==> src/rtl/alarm_controller.sv <==
// Alarm controller: stores an hour:minute alarm, compares it with live time
// at each minute boundary and runs the arm / ring / snooze state machine.
module alarm_controller #(
    parameter int unsigned P_SEC_BIT    = 6,
    parameter int unsigned P_MIN_BIT    = 6,
    parameter int unsigned P_HOUR_BIT   = 5,
    parameter int unsigned P_RING_SEC   = 60,
    parameter int unsigned P_SNOOZE_SEC = 300
) (
    input  logic                  clk,
    input  logic                  reset,
    input  logic [P_SEC_BIT-1:0]  i_sec,
    input  logic [P_MIN_BIT-1:0]  i_minute,
    input  logic [P_HOUR_BIT-1:0] i_hour,
    input  logic                  i_arm,
    input  logic                  i_set_en,
    input  logic [P_HOUR_BIT-1:0] i_set_hour,
    input  logic [P_MIN_BIT-1:0]  i_set_min,
    input  logic                  i_snooze,
    input  logic                  i_stop,
    output logic                  o_ringing,
    output logic                  o_snoozing,
    output logic                  o_armed,
    output logic [P_HOUR_BIT-1:0] o_alarm_hour,
    output logic [P_MIN_BIT-1:0]  o_alarm_min,
    output logic                  o_set_err
);

    typedef enum logic [1:0] {StIdle, StArmed, StRinging, StSnooze} state_t;

    state_t                r_state;
    state_t                w_state_d;
    logic [7:0]            r_ring_cnt;
    logic [7:0]            w_ring_cnt_d;
    logic [11:0]           r_snz_cnt;
    logic [11:0]           w_snz_cnt_d;
    logic [P_SEC_BIT-1:0]  r_sec_d;
    logic [P_HOUR_BIT-1:0] r_alarm_hour;
    logic [P_MIN_BIT-1:0]  r_alarm_min;
    logic                  r_set_err;

    logic w_sec_tick;
    logic w_min_edge;
    logic w_match;
    logic w_set_ok;
    logic w_set_bad;

    // Any change of the seconds value is a tick, so a jump back to 0 also counts.
    assign w_sec_tick = (i_sec != r_sec_d);
    assign w_min_edge = w_sec_tick && (i_sec == '0);
    // Compares against the alarm held before any same-cycle set.
    assign w_match    = w_min_edge && (i_minute == r_alarm_min) && (i_hour == r_alarm_hour);
    assign w_set_ok   = i_set_en && (i_set_hour <= P_HOUR_BIT'(23))
                                 && (i_set_min <= P_MIN_BIT'(59));
    assign w_set_bad  = i_set_en && !w_set_ok;

    // Seconds history, alarm time storage and set-error pulse.
    always_ff @(posedge clk or negedge reset) begin
        if (!reset) begin
            r_sec_d      <= '0;
            r_alarm_hour <= '0;
            r_alarm_min  <= '0;
            r_set_err    <= 1'b0;
        end else begin
            r_sec_d   <= i_sec;
            r_set_err <= w_set_bad;
            if (w_set_ok) begin
                r_alarm_hour <= i_set_hour;
                r_alarm_min  <= i_set_min;
            end
        end
    end

    // State and countdown registers.
    always_ff @(posedge clk or negedge reset) begin
        if (!reset) begin
            r_state    <= StIdle;
            r_ring_cnt <= '0;
            r_snz_cnt  <= '0;
        end else begin
            r_state    <= w_state_d;
            r_ring_cnt <= w_ring_cnt_d;
            r_snz_cnt  <= w_snz_cnt_d;
        end
    end

    // Next state: disarm beats a valid set, which beats stop, snooze and timers.
    always_comb begin
        w_state_d    = r_state;
        w_ring_cnt_d = r_ring_cnt;
        w_snz_cnt_d  = r_snz_cnt;
        if (!i_arm) begin
            w_state_d    = StIdle;
            w_ring_cnt_d = '0;
            w_snz_cnt_d  = '0;
        end else if (w_set_ok) begin
            w_state_d = StArmed;
        end else begin
            unique case (r_state)
                StIdle: begin
                    w_state_d = StArmed;
                end
                StArmed: begin
                    if (w_match) begin
                        w_state_d    = StRinging;
                        w_ring_cnt_d = '0;
                    end
                end
                StRinging: begin
                    if (i_stop) begin
                        w_state_d = StArmed;
                    end else if (i_snooze) begin
                        w_state_d   = StSnooze;
                        w_snz_cnt_d = 12'(P_SNOOZE_SEC);
                    end else if (w_sec_tick) begin
                        if (r_ring_cnt == 8'(P_RING_SEC - 1)) begin
                            w_state_d = StArmed;
                        end else begin
                            w_ring_cnt_d = r_ring_cnt + 8'd1;
                        end
                    end
                end
                StSnooze: begin
                    if (i_stop) begin
                        w_state_d = StArmed;
                    end else if (w_sec_tick) begin
                        if (r_snz_cnt == 12'd1) begin
                            w_state_d    = StRinging;
                            w_ring_cnt_d = '0;
                        end else begin
                            w_snz_cnt_d = r_snz_cnt - 12'd1;
                        end
                    end
                end
                default: begin
                    w_state_d = StIdle;
                end
            endcase
        end
    end

    // Outputs decoded from the registered state.
    always_comb begin
        o_ringing  = (r_state == StRinging);
        o_snoozing = (r_state == StSnooze);
        o_armed    = (r_state != StIdle);
    end

    assign o_alarm_hour = r_alarm_hour;
    assign o_alarm_min  = r_alarm_min;
    assign o_set_err    = r_set_err;

endmodule

==> config.mk <==
export PLATFORM = sky130hd
export DESIGN_NAME = alarm_controller
export DESIGN_NICKNAME = d
export VERILOG_FILES = /design/src/rtl/alarm_controller.sv
export SDC_FILE = /design/constraint.sdc
export NUM_CORES = 1
export LEC_CHECK = 0
export BUFFER_PORTS_ARGS = -buffer_cell sky130_fd_sc_hd__buf_2
export CORE_MARGIN = 2
export CORE_UTILIZATION = 40
export CTS_CLUSTER_SIZE = 28
export DETAILED_ROUTE_END_ITERATION = 8
export GPL_ROUTABILITY_DRIVEN = 0
export GPL_TIMING_DRIVEN = 0
export HOLD_SLACK_MARGIN = 0.06
export SYNTH_ARGS = -nofsm -noshare
export SYNTH_HDL_FRONTEND = slang
export SYNTH_SLANG_ARGS = --single-unit
==> constraint.sdc <==
create_clock -name clk -period 4.05 [get_ports clk]
set_input_delay 0.81 -clock clk [delete_from_list [all_inputs] [get_ports clk]]
set_output_delay 0.81 -clock clk [all_outputs]
set_load 0.02 [all_outputs]
# After elaboration in Yosys (flattened, before gate mapping)
# Index checks and enable logic that the tools add are counted.
# Widths: inputs -> output; s select.
word_totals:
  regBits: 40
  latchBits: 0
  mem_bits_rw: 0
  rom_bits: 0
  inputBits: 34
  out_inout_bits: 15
  elab_cells: 80
  memories: 0
op_classes:
  addsub: 2
  mul: 0
  div_mod_pow: 0
  order_cmp: 2
  n_eq_ne: 26
  shift: 0
  muxes: 30
  n_bitwise: 0
  reduce_logical: 13
ops:
  columns: ["operator", "count"]
  rows:
  - ["$mux 12", 7]
  - ["$mux 8", 10]
  - ["$pmux 12 s2", 1]
  - ["$pmux 8 s3", 1]
  - ["$ne 3x3->1 const B", 7]
  - ["$mux 2", 10]
  - ["$eq 12x1->1 const B", 1]
  - ["$ne 6x4->1 const B", 2]
  - ["$sub 12x1->12 const B", 1]
  - ["$ne 5x3->1 const B", 2]
  - ["$reduce_and 10->1", 1]
  - ["$ne 3x2->1 const B", 3]
  - ["$add 8x1->8 const B", 1]
  - ["$eq 8x6->1 const B", 1]
  - ["$pmux 2 s4", 1]
  - ["$reduce_and 7->1", 1]
  - ["$eq 6x6->1", 1]
  - ["$le 6x6->1 const B", 1]
  - ["$logic_and 1x1->1", 6]
  - ["$logic_not 6->1", 1]
  - ["$ne 6x6->1", 1]
  - ["$eq 5x5->1", 1]
  - ["$le 5x5->1 const B", 1]
  - ["$reduce_and 5->1", 1]
  - ["other kinds (9)", 10]

# Longest topological paths before layout
# Gate-level depths: netlist of run 1.
depth:
  depth_word: 8
  ltp_mapped: 9
  mapped_depth_nobuf: 8

# Least setup slack after synthesis of run 1
# Ideal clock, no wire load.
synth_path:
  path_kind: "input to register"
  startpoint: "in i_sec[0]"
  endpoint: "reg r_ring_cnt[0]"
  arrival_time_ps: 2488
  required_time_ps: 3922
  slack_ps: 1435
  stages: 6
  n_path_buf: 1
  cell_sequence: "or4_1 -> nor4_1 -> a311oi_2 -> buf_2 -> nor3_1 -> mux2_1"
synth_between:
  elab_chain_cells: 6
synth_lines:
  columns: ["item", "line", "source"]
  rows:
  - ["start, declared", "12", "input logic [P_SEC_BIT-1:0] i_sec,"]
  - ["$ne 6x6->1 / $logic_not 6->1 (equally long branches)", "49, 50", null]
  - ["$logic_and 1x1->1", "50", "assign w_min_edge = w_sec_tick && (i_sec == '0);"]
  - ["$logic_and 1x1->1 (2 in a row)", "52", "assign w_match = w_min_edge && (i_minute == r_alarm_min) && (i_hour == r_alarm_hour);"]
  - ["$ne 3x3->1 (no line)", null, null]
  - ["$reduce_and 10->1 (no line) *", null, null]
  - ["end signal, assigned", "82", "r_ring_cnt <= w_ring_cnt_d;"]
  - ["end, declared", "33", "logic [7:0] r_ring_cnt;"]
# Mark *: on every way between the ends. The rest lies on a longest branch, timed or not.
# A chain may end at the register's enable or synchronous reset.

# Final worst setup path of run 1
layout_path:
  startpoint: "in i_sec[0]"
  endpoint: "reg r_ring_cnt[5]"
# The elaborated chain is that of the path after synthesis.

==> metrics.md, run 1 <==
| Metric | Value |
|---|---|
| Status | finished clean |
| WL per Instance | 14.57 microns |
| Number of synthesized register bits | 40 |
| Tcrit/Tclk final | 69.28% |
| Register area | 0.001001 sq mm |
| Vias in the first global route | 1,833 |
| P per Cell Area | 374.2 mW/mm^2 |
| CTS Hold Bufs | 0 |
| TritonCTS Buffers | 5 |
| Most frequent cells in the layout | buf_2, nand2_1, dfrtp_1 |
| Vias/cell | 5.496 |
| Worst Reg-to-Reg Cells | 7 |
| Core footprint | 0.005507 sq mm |
| Post-cts resize count | 0 |
| IO Port Bufs | 48 |
| Antenna viol nets, final | 0 |
| Hpwl dp | 3.883 mm |
| Hold path depth | 2 |
| Htree depth | 2 |
| Finished Cell Area | 0.002720 sq mm |
| Maximum clock path buffer count | 2 |
| Total global-route track usage | 18.18% |
| Dominant synthesized flop cell | dfrtp_1 |
| Slowest CP cell | o31ai_1 |
| Clk Latency, worst-skew pair | 0.30 ns |
| CP startpoint kind | input port |
| Slew Limit Fails | 0 |
| Setup TNS Final | 0 ns |
| # rows | 27 |
| Final Power | 1018 uW |
| Filler instances | 537 |
| Drt initial violations | 101 |
| Postcts setup bufs | 0 |
| Max cap viols | 0 |
| CP Capture Type | register |
| Largest delay contributor family on the critical path | compound AO/OA/AOI/OAI gates |
| Worst Path Buf+Inv | 1 |
| Static Leakage | 0.001202 uW |
| Internal power consumption | 699.9 uW |
| Post-DP Area | 0.002613 sq mm |
| Post-synth top area share | 43.86% |
| Least-Margin Pin Slew | 0.9013 ns |
| Worst path max stage delay | 0.65 ns |
| Io pins | 49 |
| Layout area overhead | 19.19% |
| Number of synthesized flops with an enable pin | 0 |
| First-pass GRT wire length | 9.059 mm |
| Psw | 318.0 uW |
| Setup Skew | 0.008556 ns |
| Fmax | 356.4 MHz |
| Die ar. | 0.006326 sq mm |
| Sequential power share | 45.5% |
| Worst path cell trace | buf_2 -> or4_1 -> nor4_1 -> a311oi_2 -> o31ai_1 -> a22oi_1 |
| CTS Sinks | 40 |
| Fin util | 49.40% |
| Maximum number of pins on one net before global-route repair | 41 |
| Relative slew slack | 39.92% |
| Worst vdd ir | 0.1641 mV |
| Syn nets | 282 |
| Final #Nets | 337 |
| Top cells by area, synth | dfrtp_1, nand2_1, xnor2_1 |
| Synth unique cells | 58 |
| Final setup viols | 0 |
| Reg clk slew, reported paths | 0.08 ns |
| Endpoints failing hold | 0 |
| Post-synth top area cell | dfrtp_1 |
| First-pass DRT Iterations | 4 |
| Fraction of registers with async set/reset | 100.0% |
| Area occupied by multi-input gates | 0.001229 sq mm |
| Unrepaired setup endpoints after global routing | no |
| Sequential area share after synthesis | 43.86% |
| Starting Density | 41.45% |
| Initial antenna violation count | 0 |
| DRC Markers | 0 |
| CP Depth | 6 |
| Mapped cell area | 0.002282 sq mm |
| Syn. warnings | 0 |
| Crit path DAT | 2.94 ns |
| Number of inserted diodes | 0 |
| Syn_area_per_cell | 9.315 sq um |
| Net Sw Frac | 31.24% |
| Fin crit period | 2.806 ns |
| Critical path peak fanout | 7 |
| Total gr overflow | 0 |
| Combinational share of power | 22.6% |
| CP Data Required Time | 4.19 ns |
| Critical path class | input port to register |
| CTS tree | done |
| Final wirelength | 5.436 mm |
| Via count | 2,050 |
| Layout cells sized above 1 | 23.92% |
| Leading cell type in the layout, fill and taps excluded | buf_2 |
| CTS root buffer | clkbuf_8 |
| Die Wd | 79.54 microns |
| Die height | 79.54 microns |
| Post-synthesis instance total | 245 |
| Worst Hold Class | register to register |
| Clock Power Share | 31.9% |
-- routing by layer --
layer / up-vias / track usage (%) / share of wire, %
met4: 0 / 5.345 / 1.4
met1: 996 / 26.04 / 51
li1: 997 / - / -
met5: - / 0 / 0
met3: 6 / 3.507 / 4.4
met2: 51 / 27.82 / 44
-- flip-flops by register name, indices dropped and copies added (netlist names) --
register      flops
o_alarm_hour      5
o_alarm_min       6
o_set_err         1
r_ring_cnt        8
r_sec_d           6
r_snz_cnt        12
r_state           2
-- power by group through the flow --
stage / registers [uW] / clock network (uW) / logic, uW
final: 463 / 325 / 230
after global routing: 469 / 347 / 256
after CTS: 463 / 332 / 231
after detailed placement: 470 / 0 / 230
after global placement: 470 / 0 / 228
after floorplan: 483 / 0 / 133
-- cell usage after synthesis (4+ instances only) --
cell type   n
a21oi_1    13
dfrtp_1    40
inv_1       4
nand2_1    47
nand3_1     4
nand4_1     8
nor2_1     18
nor3_1      4
o21ai_0     6
o31ai_1     5
o41ai_1     7
or3_1       4
xnor2_1    12
xor2_1      9
-- layout make-up --
class,instances,share of cell area [%]
Buffer,6,1.242
Clock buffer,6,2.668
Clock inverter,2,1.288
Inverter,5,0.6900
Multi-Input combinational cell,194,45.17
Sequential cell,40,36.80
Tap cell,72,3.312
Timing Repair Buffer,48,8.832
-- path summary, 6_finish.rpt --
check                                           start                     endpoint  slack [ns]
min reg2reg                o_alarm_min[0]$_DFFE_PN0P_   o_alarm_min[0]$_DFFE_PN0P_        0.52
min in group asynchronous                       reset     r_snz_cnt[7]$_DFFE_PN0P_        0.64
min                        o_alarm_min[0]$_DFFE_PN0P_   o_alarm_min[0]$_DFFE_PN0P_        0.52
max in group asynchronous                       reset  o_alarm_hour[3]$_DFFE_PN0P_        2.85
max                                          i_sec[0]    r_ring_cnt[5]$_DFFE_PN0P_        1.24
max reg2reg                      r_sec_d[5]$_DFF_PN0_    r_ring_cnt[0]$_DFFE_PN0P_        1.57
-- worst register-to-register path: cells and delay by family, from the launching register on --
family,cells,cell delay (ns)
compound gates,1,0.49
mux,1,0.32
simple gates,3,0.66
xor+xnor,1,0.18
buf+inv,1,0.33
flops,1,0.38
-- cell families (layout without fill, tap and decap cells) --
group           count (synthesis)  in the layout  share of synthesized area, %
flops                          40             40                         43.86
mux                             1              1                        0.4934
simple gates                  113            113                         25.55
buf+inv                        11             67                         2.302
compound gates                 56             56                         18.09
xor+xnor                       21             21                         8.059
fa+ha+maj                       3              3                         1.645
-- stage by stage --
step           instances  worst slack [ns]  hold WS (ns)
2_1_floorplan        245             1.435        0.4675
3_3_place_gp         365            0.9346        0.5029
3_5_place_dp         365            0.9547        0.5132
4_1_cts              373             1.254        0.5303
5_1_grt              373             1.134        0.5677
6_report             373             1.244        0.5242
Note: power is estimated with default switching activity, not from simulation.
==> inputs of run 2 (changes only) <==
Settings changed: ABC_AREA set to 1.
Clock period 4.05 ns to 2.5 ns, I/O delays scaled along.
==> run 2 against run 1 <==
  * Sequential cell count unchanged
  * Setup slack got worse by 0.61 ns
  * Register-to-register slack got worse by 0.81 ns
  * Core utilization decreased by 1.1 points
  * Power increased by 71%
  * Clock-buffer cell count decreased by 1
  * Highest routed layer unchanged
==> metrics.md, run 2 <==
| Metric | Value |
|---|---|
| Status | finished clean |
| Syn. warnings | 0 (unchanged) |
| Dominant synthesized flop cell | dfrtp_1 |
| Post-DP Area | 0.002955 sq mm (+13%) |
| Fmax | 534.6 MHz |
| Total gr overflow | 0 (unchanged) |
| Die Wd | 84.91 microns (+6.8%) |
| Layout cells sized above 1 | 24.76% (+0.84 points) |
| Largest Register | r_snz_cnt |
| Critical path class | register to output port |
| Final #Nets | 456 (+35%) |
| CP startpoint kind | register |
| Clk Latency, worst-skew pair | 0.30 ns (about the same) |
| Leading cell type in the layout, fill and taps excluded | nand2_1 |
| CP Data Required Time | 2.00 ns (-2.19 ns) |
| DRC Markers | 0 (unchanged) |
| WL per Instance | 11.71 microns (-20%) |
| Initial antenna violation count | 0 (unchanged) |
| Io pins | 49 (unchanged) |
| Vias/cell | 4.765 (-13%) |
| Sequential area share after synthesis | 38.22% (-5.6 points) |
| Post-synth top area cell | dfrtp_1 |
| Least-Margin Pin Slew | 0.9267 ns (+0.02543 ns) |
| Layout area overhead | 17.10% |
| Filler instances | 643 (+20%) |
| Mapped cell area | 0.002619 sq mm (+15%) |
| Core footprint | 0.006350 sq mm (+15%) |
| Post-synth top area share | 38.22% (-5.6 points) |
| Slowest CP cell | dfrtp_1 |
| Most frequent cells in the layout | nand2_1, inv_1, buf_2 |
| Critical path peak fanout | 7 (unchanged) |
| Static Leakage | 0.001612 uW (+34%) |
| Top post-synthesis cells by count | nand2_1, inv_1, dfrtp_1 |
| CTS root buffer | clkbuf_8 |
| Post-synthesis instance total | 364 (+49%) |
| CTS Hold Bufs | 0 (unchanged) |
| Tcrit/Tclk final | 74.82% |
| Total global-route track usage | 17.18% (-1.0 points) |
| R2r setup slk | 0.76 ns (-0.81 ns) |
| Final worst slack | 0.6295 ns (-0.6145 ns) |
| Die height | 84.91 microns (+6.8%) |
| Fin crit period | 1.871 ns |
| Drt initial violations | 101 (unchanged) |
| Number of inserted diodes | 0 (unchanged) |
| Final wirelength | 5.820 mm (+7.1%) |
| First-pass GRT wire length | 10.07 mm (+11%) |
| Starting Density | 41.24% (-0.20 points) |
| Htree depth | 2 (unchanged) |
| Antenna viol nets, final | 0 (unchanged) |
| Synth unique cells | 38 (-34%) |
| Maximum number of pins on one net before global-route repair | 41 (unchanged) |
| Hpwl dp | 4.324 mm (+11%) |
| Setup Skew | 0.01233 ns (+0.003777 ns) |
| Worst path cell trace | nand2_2 -> inv_1 -> buf_2 |
| IO Port Bufs | 48 (unchanged) |
| Worst Reg-to-Reg Cells | 11 (+4) |
| Setup TNS Final | 0 ns (unchanged) |
| Number of synthesized register bits | 40 (unchanged) |
| Final Power | 1744 uW (+71%) |
| Relative slew slack | 38.22% (-1.7 points) |
| # rows | 29 (+7.4%) |
| Syn_area_per_cell | 7.194 sq um (-23%) |
| Most common cell in the netlist | nand2_1 |
| CTS tree | done |
| Max cap viols | 0 (unchanged) |
| CP Capture Type | output port |
| Slew Limit Fails | 0 (unchanged) |
| Largest register FFs | 12 (unchanged) |
| Worst Hold Class | input port to asynchronous set/reset pin |
| TritonCTS Buffers | 5 (unchanged) |
| Biggest regs | r_snz_cnt (12), r_ring_cnt (8) |
| Crit path DAT | 1.37 ns (-1.57 ns) |
| CTS Sinks | 40 (unchanged) |
| Worst path max stage delay | 0.48 ns (-0.17 ns) |
| Die ar. | 0.007210 sq mm (+14%) |
| Final setup viols | 0 (unchanged) |
| Endpoints failing hold | 0 (unchanged) |
| Finished Cell Area | 0.003067 sq mm (+13%) |
| Maximum clock path buffer count | 2 (unchanged) |
| Postcts setup bufs | 0 (unchanged) |
| Via count | 2,368 (+16%) |
| Vias in the first global route | 2,199 (+20%) |
| Unrepaired setup endpoints after global routing | no |
| First-pass DRT Iterations | 4 (unchanged) |
| Fraction of registers with async set/reset | 100.0% (unchanged) |
| Worst vdd ir | 0.3181 mV (+94%) |
| Top cells by area, synth | dfrtp_1, nand2_1, inv_1 |
| P per Cell Area | 568.8 mW/mm^2 (+52%) |
| Syn nets | 401 (+42%) |
| Post-cts resize count | 0 (unchanged) |
| Reg clk slew, reported paths | 0.09 ns (about the same) |
| Number of synthesized flops with an enable pin | 0 (unchanged) |
| Setup WS pre-CTS | 0.6154 ns (-0.3394 ns) |
-- run 2: cell types whose count changed after synthesis, moves of 6 or more --
cell	before	now
o21ai_0	6	16
o21ai_2	0	7
inv_1	4	50
inv_2	1	7
nand2_2	0	8
a21oi_1	13	7
o41ai_1	7	0
xnor2_1	12	3
nand2_1	47	107
nand3_1	4	24
nor2_1	18	38
-- run 2: per-stage QoR --
step | cells | utilization, % | hold WS, ns
after floorplan | 364 | - | 0.2044
after global placement | 489 | 46.54 | 0.4864
after detailed placement | 489 | 46.54 | 0.4965
after CTS | 497 | 48.30 | 0.3421
after global routing | 497 | 48.30 | 0.3491
final | 497 | 48.30 | 0.3400
-- run 2: worst max-delay path, delay by kind of cell, from the launching register on --
| family | cells | cell delay [ns] |
|---|---|---|
| simple gates | 1 | 0.18 |
| flops | 1 | 0.48 |
| buf+inv | 2 | 0.41 |
-- run 2: path summary, 6_finish.rpt --
kind                                                 from                          to
worst max-delay path               r_state[1]$_DFFE_PN0P_                  o_snoozing
worst min-delay path                                reset  o_alarm_min[2]$_DFFE_PN0P_
worst max register to register   r_snz_cnt[1]$_DFFE_PN0P_   r_ring_cnt[7]$_DFFE_PN0P_
worst min register to register  r_ring_cnt[1]$_DFFE_PN0P_   r_ring_cnt[1]$_DFFE_PN0P_
max in group asynchronous                           reset   r_ring_cnt[5]$_DFFE_PN0P_
min in group clk                                 i_sec[2]        r_sec_d[2]$_DFF_PN0_
-- run 2: power breakdown --
part	total [uW]	internal, uW	leakage (uW)	switching [uW]
sequential	741	697	0.000515	44.3
combinational	467	163	0.00104	304
clock	536	296	0.0000541	240
total	1740	1160	0.00161	588
-- run 2: cells by family after synthesis --
kind of cell / share of synthesized area (%)
xor gates and xnor gates: 2.676
and+or+nand+nor: 37.60
DFF: 38.22
adders and majority gates: 1.434
AOI/OAI and AO/OA: 9.604
buffers and inverters: 10.46
-- run 2: final cells by class --
type	instances	area (sq um)	area share, %
buffer	6	51.30	1.673
clock buffer	5	68.82	2.244
clock inverter	3	42.54	1.387
inverter	58	222.7	7.262
multi-input combinational	260	1344	43.82
sequential	40	1001	32.64
tap	77	96.34	3.142
timing repair buffer	48	240.2	7.834
-- run 2: layer usage --
layer	up-vias	global-route usage [%]	routed length, microns
met3	10	3.599	204
met4	0	6.205	111
met5	-	0	0
met1	1072	23.18	2811
li1	1243	-	-
met2	43	27.34	2692
==> inputs of run 3 (changes only) <==
Settings changed: ABC_AREA 1 to 0.
Clock period 2.5 ns to 1.6 ns, I/O delays scaled along.
==> run 3 against run 2 <==
  * The flow now finishes with violations (negative setup slack)
  * Clock-buffer cell count rose by 1
  * Critical endpoint is now r_snz_cnt[9]$_DFFE_PN0P_
  * Combinational power grew 94%
  * Final area up 11%
==> metrics.md, run 3 (synthesis results as in run 1) <==
| Metric | Value |
|---|---|
| Status | complete, but fails checks |
| Failing checks | negative setup slack |
| Unrepaired setup endpoints after global routing | yes |
| Max cap viols | 0 (unchanged) |
| CP Data Required Time | 1.79 ns (-0.21 ns) |
| Clk Latency, worst-skew pair | 0.30 ns (about the same) |
| Final #Nets | 374 (-18%) |
| Layout cells sized above 1 | 46.59% (+22 points) |
| WL per Instance | 16.26 microns (+39%) |
| Endpoints failing hold | 0 (unchanged) |
| First-pass DRT Iterations | 4 (unchanged) |
| Combinational share of power | 33.2% (+6.4 points) |
| Maximum clock path buffer count | 2 (unchanged) |
| Register area | 0.001003 sq mm (+0.25%) |
| Reg clk slew, reported paths | 0.08 ns (about the same) |
| CP startpoint kind | register |
| Biggest regs | r_snz_cnt (12), r_ring_cnt (8) |
| Htree depth | 2 (unchanged) |
| Vias/cell | 5.362 (+13%) |
| Slew Limit Fails | 0 (unchanged) |
| Total global-route track usage | 20.95% (+3.8 points) |
| Largest register FFs | 12 (unchanged) |
| # rows | 27 (-6.9%) |
| Worst vdd ir | 0.4594 mV (+44%) |
| CTS Sinks | 40 (unchanged) |
| Filler instances | 452 (-30%) |
| Setup TNS Final | -8.749 ns (-8.749 ns) |
| Most Frequent Cell on Critical Path | or3_4 |
| Setup Skew | 0.01094 ns (-0.001394 ns) |
| R2r setup slk | -0.54 ns (-1.30 ns) |
| Io pins | 49 (unchanged) |
| Least-Margin Pin Slew | 0.9275 ns (+0.0007755 ns) |
| DRC Markers | 0 (unchanged) |
| Psw | 934.0 uW (+59%) |
| Net Sw Frac | 34.28% (+0.54 points) |
| Worst Hold Class | input port to register |
| Area occupied by multi-input gates | 0.001590 sq mm (+18%) |
| Final wirelength | 6.650 mm (+14%) |
| Fin crit period | 2.144 ns |
| Number of inserted diodes | 0 (unchanged) |
| Internal power consumption | 1791 uW (+55%) |
| Final worst slack | -0.5438 ns (-1.173 ns) |
| Most frequent cells in the layout | buf_2, nand2_1, dfrtp_1 |
| Die Wd | 79.54 microns (-6.3%) |
| TritonCTS Buffers | 5 (unchanged) |
| Worst path cell trace | or3_4 -> or4b_4 -> or3_4 -> a211oi_2 -> xnor2_1 -> nor2_2 |
| First-pass GRT wire length | 10.37 mm (+3.0%) |
| Drt initial violations | 50 (-50%) |
| IO Port Bufs | 48 (unchanged) |
| Hpwl dp | 4.111 mm (-4.9%) |
| Tcrit/Tclk final | 134.0% |
| P per Cell Area | 797.7 mW/mm^2 (+40%) |
| Setup WS pre-CTS | -0.8608 ns (-1.476 ns) |
| HP Start | i_sec[2] |
| Leading cell type in the layout, fill and taps excluded | buf_2 |
| Die height | 79.54 microns (-6.3%) |
| Final setup viols | 22 (+22) |
| Core footprint | 0.005507 sq mm (-13%) |
| Maximum number of pins on one net before global-route repair | 41 (unchanged) |
| Vias in the first global route | 2,205 (+0.27%) |
| Critical path peak fanout | 2 (-5) |
| Layout area overhead | 49.67% |
| Fmax | 466.5 MHz |
| CTS root buffer | clkbuf_8 |
| Slowest CP cell | or4b_4 |
| Via count | 2,193 (-7.4%) |
| Critical path class | register to register |
| Crit path DAT | 2.33 ns (+0.96 ns) |
| CP Capture Type | register |
| Largest Register | r_snz_cnt |
| Crit path from | r_snz_cnt[1]$_DFFE_PN0P_ |
| Initial antenna violation count | 0 (unchanged) |
| CTS tree | done |
| Total gr overflow | 0 (unchanged) |
| Sequential power share | 43.2% (+0.7 points) |
| Static Leakage | 0.001480 uW (-8.2%) |
| Antenna viol nets, final | 0 (unchanged) |
| Die ar. | 0.006326 sq mm (-12%) |
| Reg2reg start | r_snz_cnt[1]$_DFFE_PN0P_ |
| Clock Power Share | 23.6% (-7.1 points) |
| Starting Density | 41.45% (+0.20 points) |
| Relative slew slack | 38.17% (-0.052 points) |
| Placed Cells | 365 (-25%) |
| CTS Hold Bufs | 0 (unchanged) |
| Worst path max stage delay | 0.54 ns (+0.06 ns) |
| Non-Filler Instances | 409 (-18%) |
run 3: changes by cell type in the layout (fill, tap and decap cells not counted), sizes merged, moves of 4 or more:
cell	previous run	this run
o31ai	1	5
or3	0	6
xor2	5	9
o41ai	0	7
inv	58	5
nand2	117	47
o21ai	27	8
nor2	45	19
xnor2	3	12
nor4	0	4
nand3	28	4
a21oi	10	14
buf	52	87
run 3: path summary, 6_finish.rpt:
path / end / cells past startpoint
setup / recovery: r_snz_cnt[9]$_DFFE_PN0P_ / 6
hold / removal: r_sec_d[2]$_DFF_PN0_ / 1
setup reg to reg: r_snz_cnt[9]$_DFFE_PN0P_ / 6
hold reg to reg: o_alarm_min[1]$_DFFE_PN0P_ / 2
max in group asynchronous: r_state[0]$_DFFE_PN0P_ / 1
min in group asynchronous: r_snz_cnt[4]$_DFFE_PN0P_ / 1
run 3: power by group through the flow:
stage | clock network [uW] | logic (uW) | registers, uW
floorplan | 0 | 378 | 1220
global placement | 0 | 629 | 1190
CTS | 669 | 801 | 1170
global route | 714 | 980 | 1190
finish | 643 | 905 | 1180
detailed placement | 0 | 634 | 1190
run 3: final cells by class:
| class | instances | share of cell area (%) |
|---|---|---|
| flip-flops and latches | 40 | 29.38 |
| clock buffers | 6 | 2.125 |
| plain buffers | 5 | 1.355 |
| well taps | 72 | 2.637 |
| clock inverters | 1 | 0.1465 |
| repair buffers | 86 | 17.25 |
| multi-input cells | 194 | 46.56 |
| inverters | 5 | 0.5494 |
run 3: worst max-delay path, delay by kind of cell (launching register included):
| kind | cells | cell delay, ns |
|---|---|---|
| flops | 1 | 0.40 |
| compound gates | 1 | 0.17 |
| xor+xnor | 1 | 0.16 |
| simple gates | 4 | 1.30 |
run 3: through the flow:
stage | hold WS [ns] | area [sq um] | utilization, % | total power, uW
6_report | 0.1468 | 3416 | 62.03 | 2725
5_1_grt | 0.1375 | 3416 | 62.03 | 2879
4_1_cts | 0.1383 | 3181 | 57.76 | 2637
3_5_place_dp | 0.4734 | 2748 | 49.90 | 1827
3_3_place_gp | 0.4735 | 2748 | 49.90 | 1821
2_1_floorplan | 0.02441 | 2417 | - | 1602
run 3: timing repair:
action,CTS,global route
pin swaps,33,14
setup endpoints to repair,24,25
gates resized for setup,25,34
setup buffers,27,11
run 3: routing by layer:
layer / vias up / global-route usage [%] / routed length (microns) / part of all wire, %
met5: - / 0 / 0 / 0
li1: 1071 / - / - / -
met4: 0 / 7.069 / 119 / 1.8
met1: 1066 / 27.40 / 3057 / 46
met2: 43 / 35.13 / 3264 / 49
met3: 13 / 3.507 / 210 / 3.2
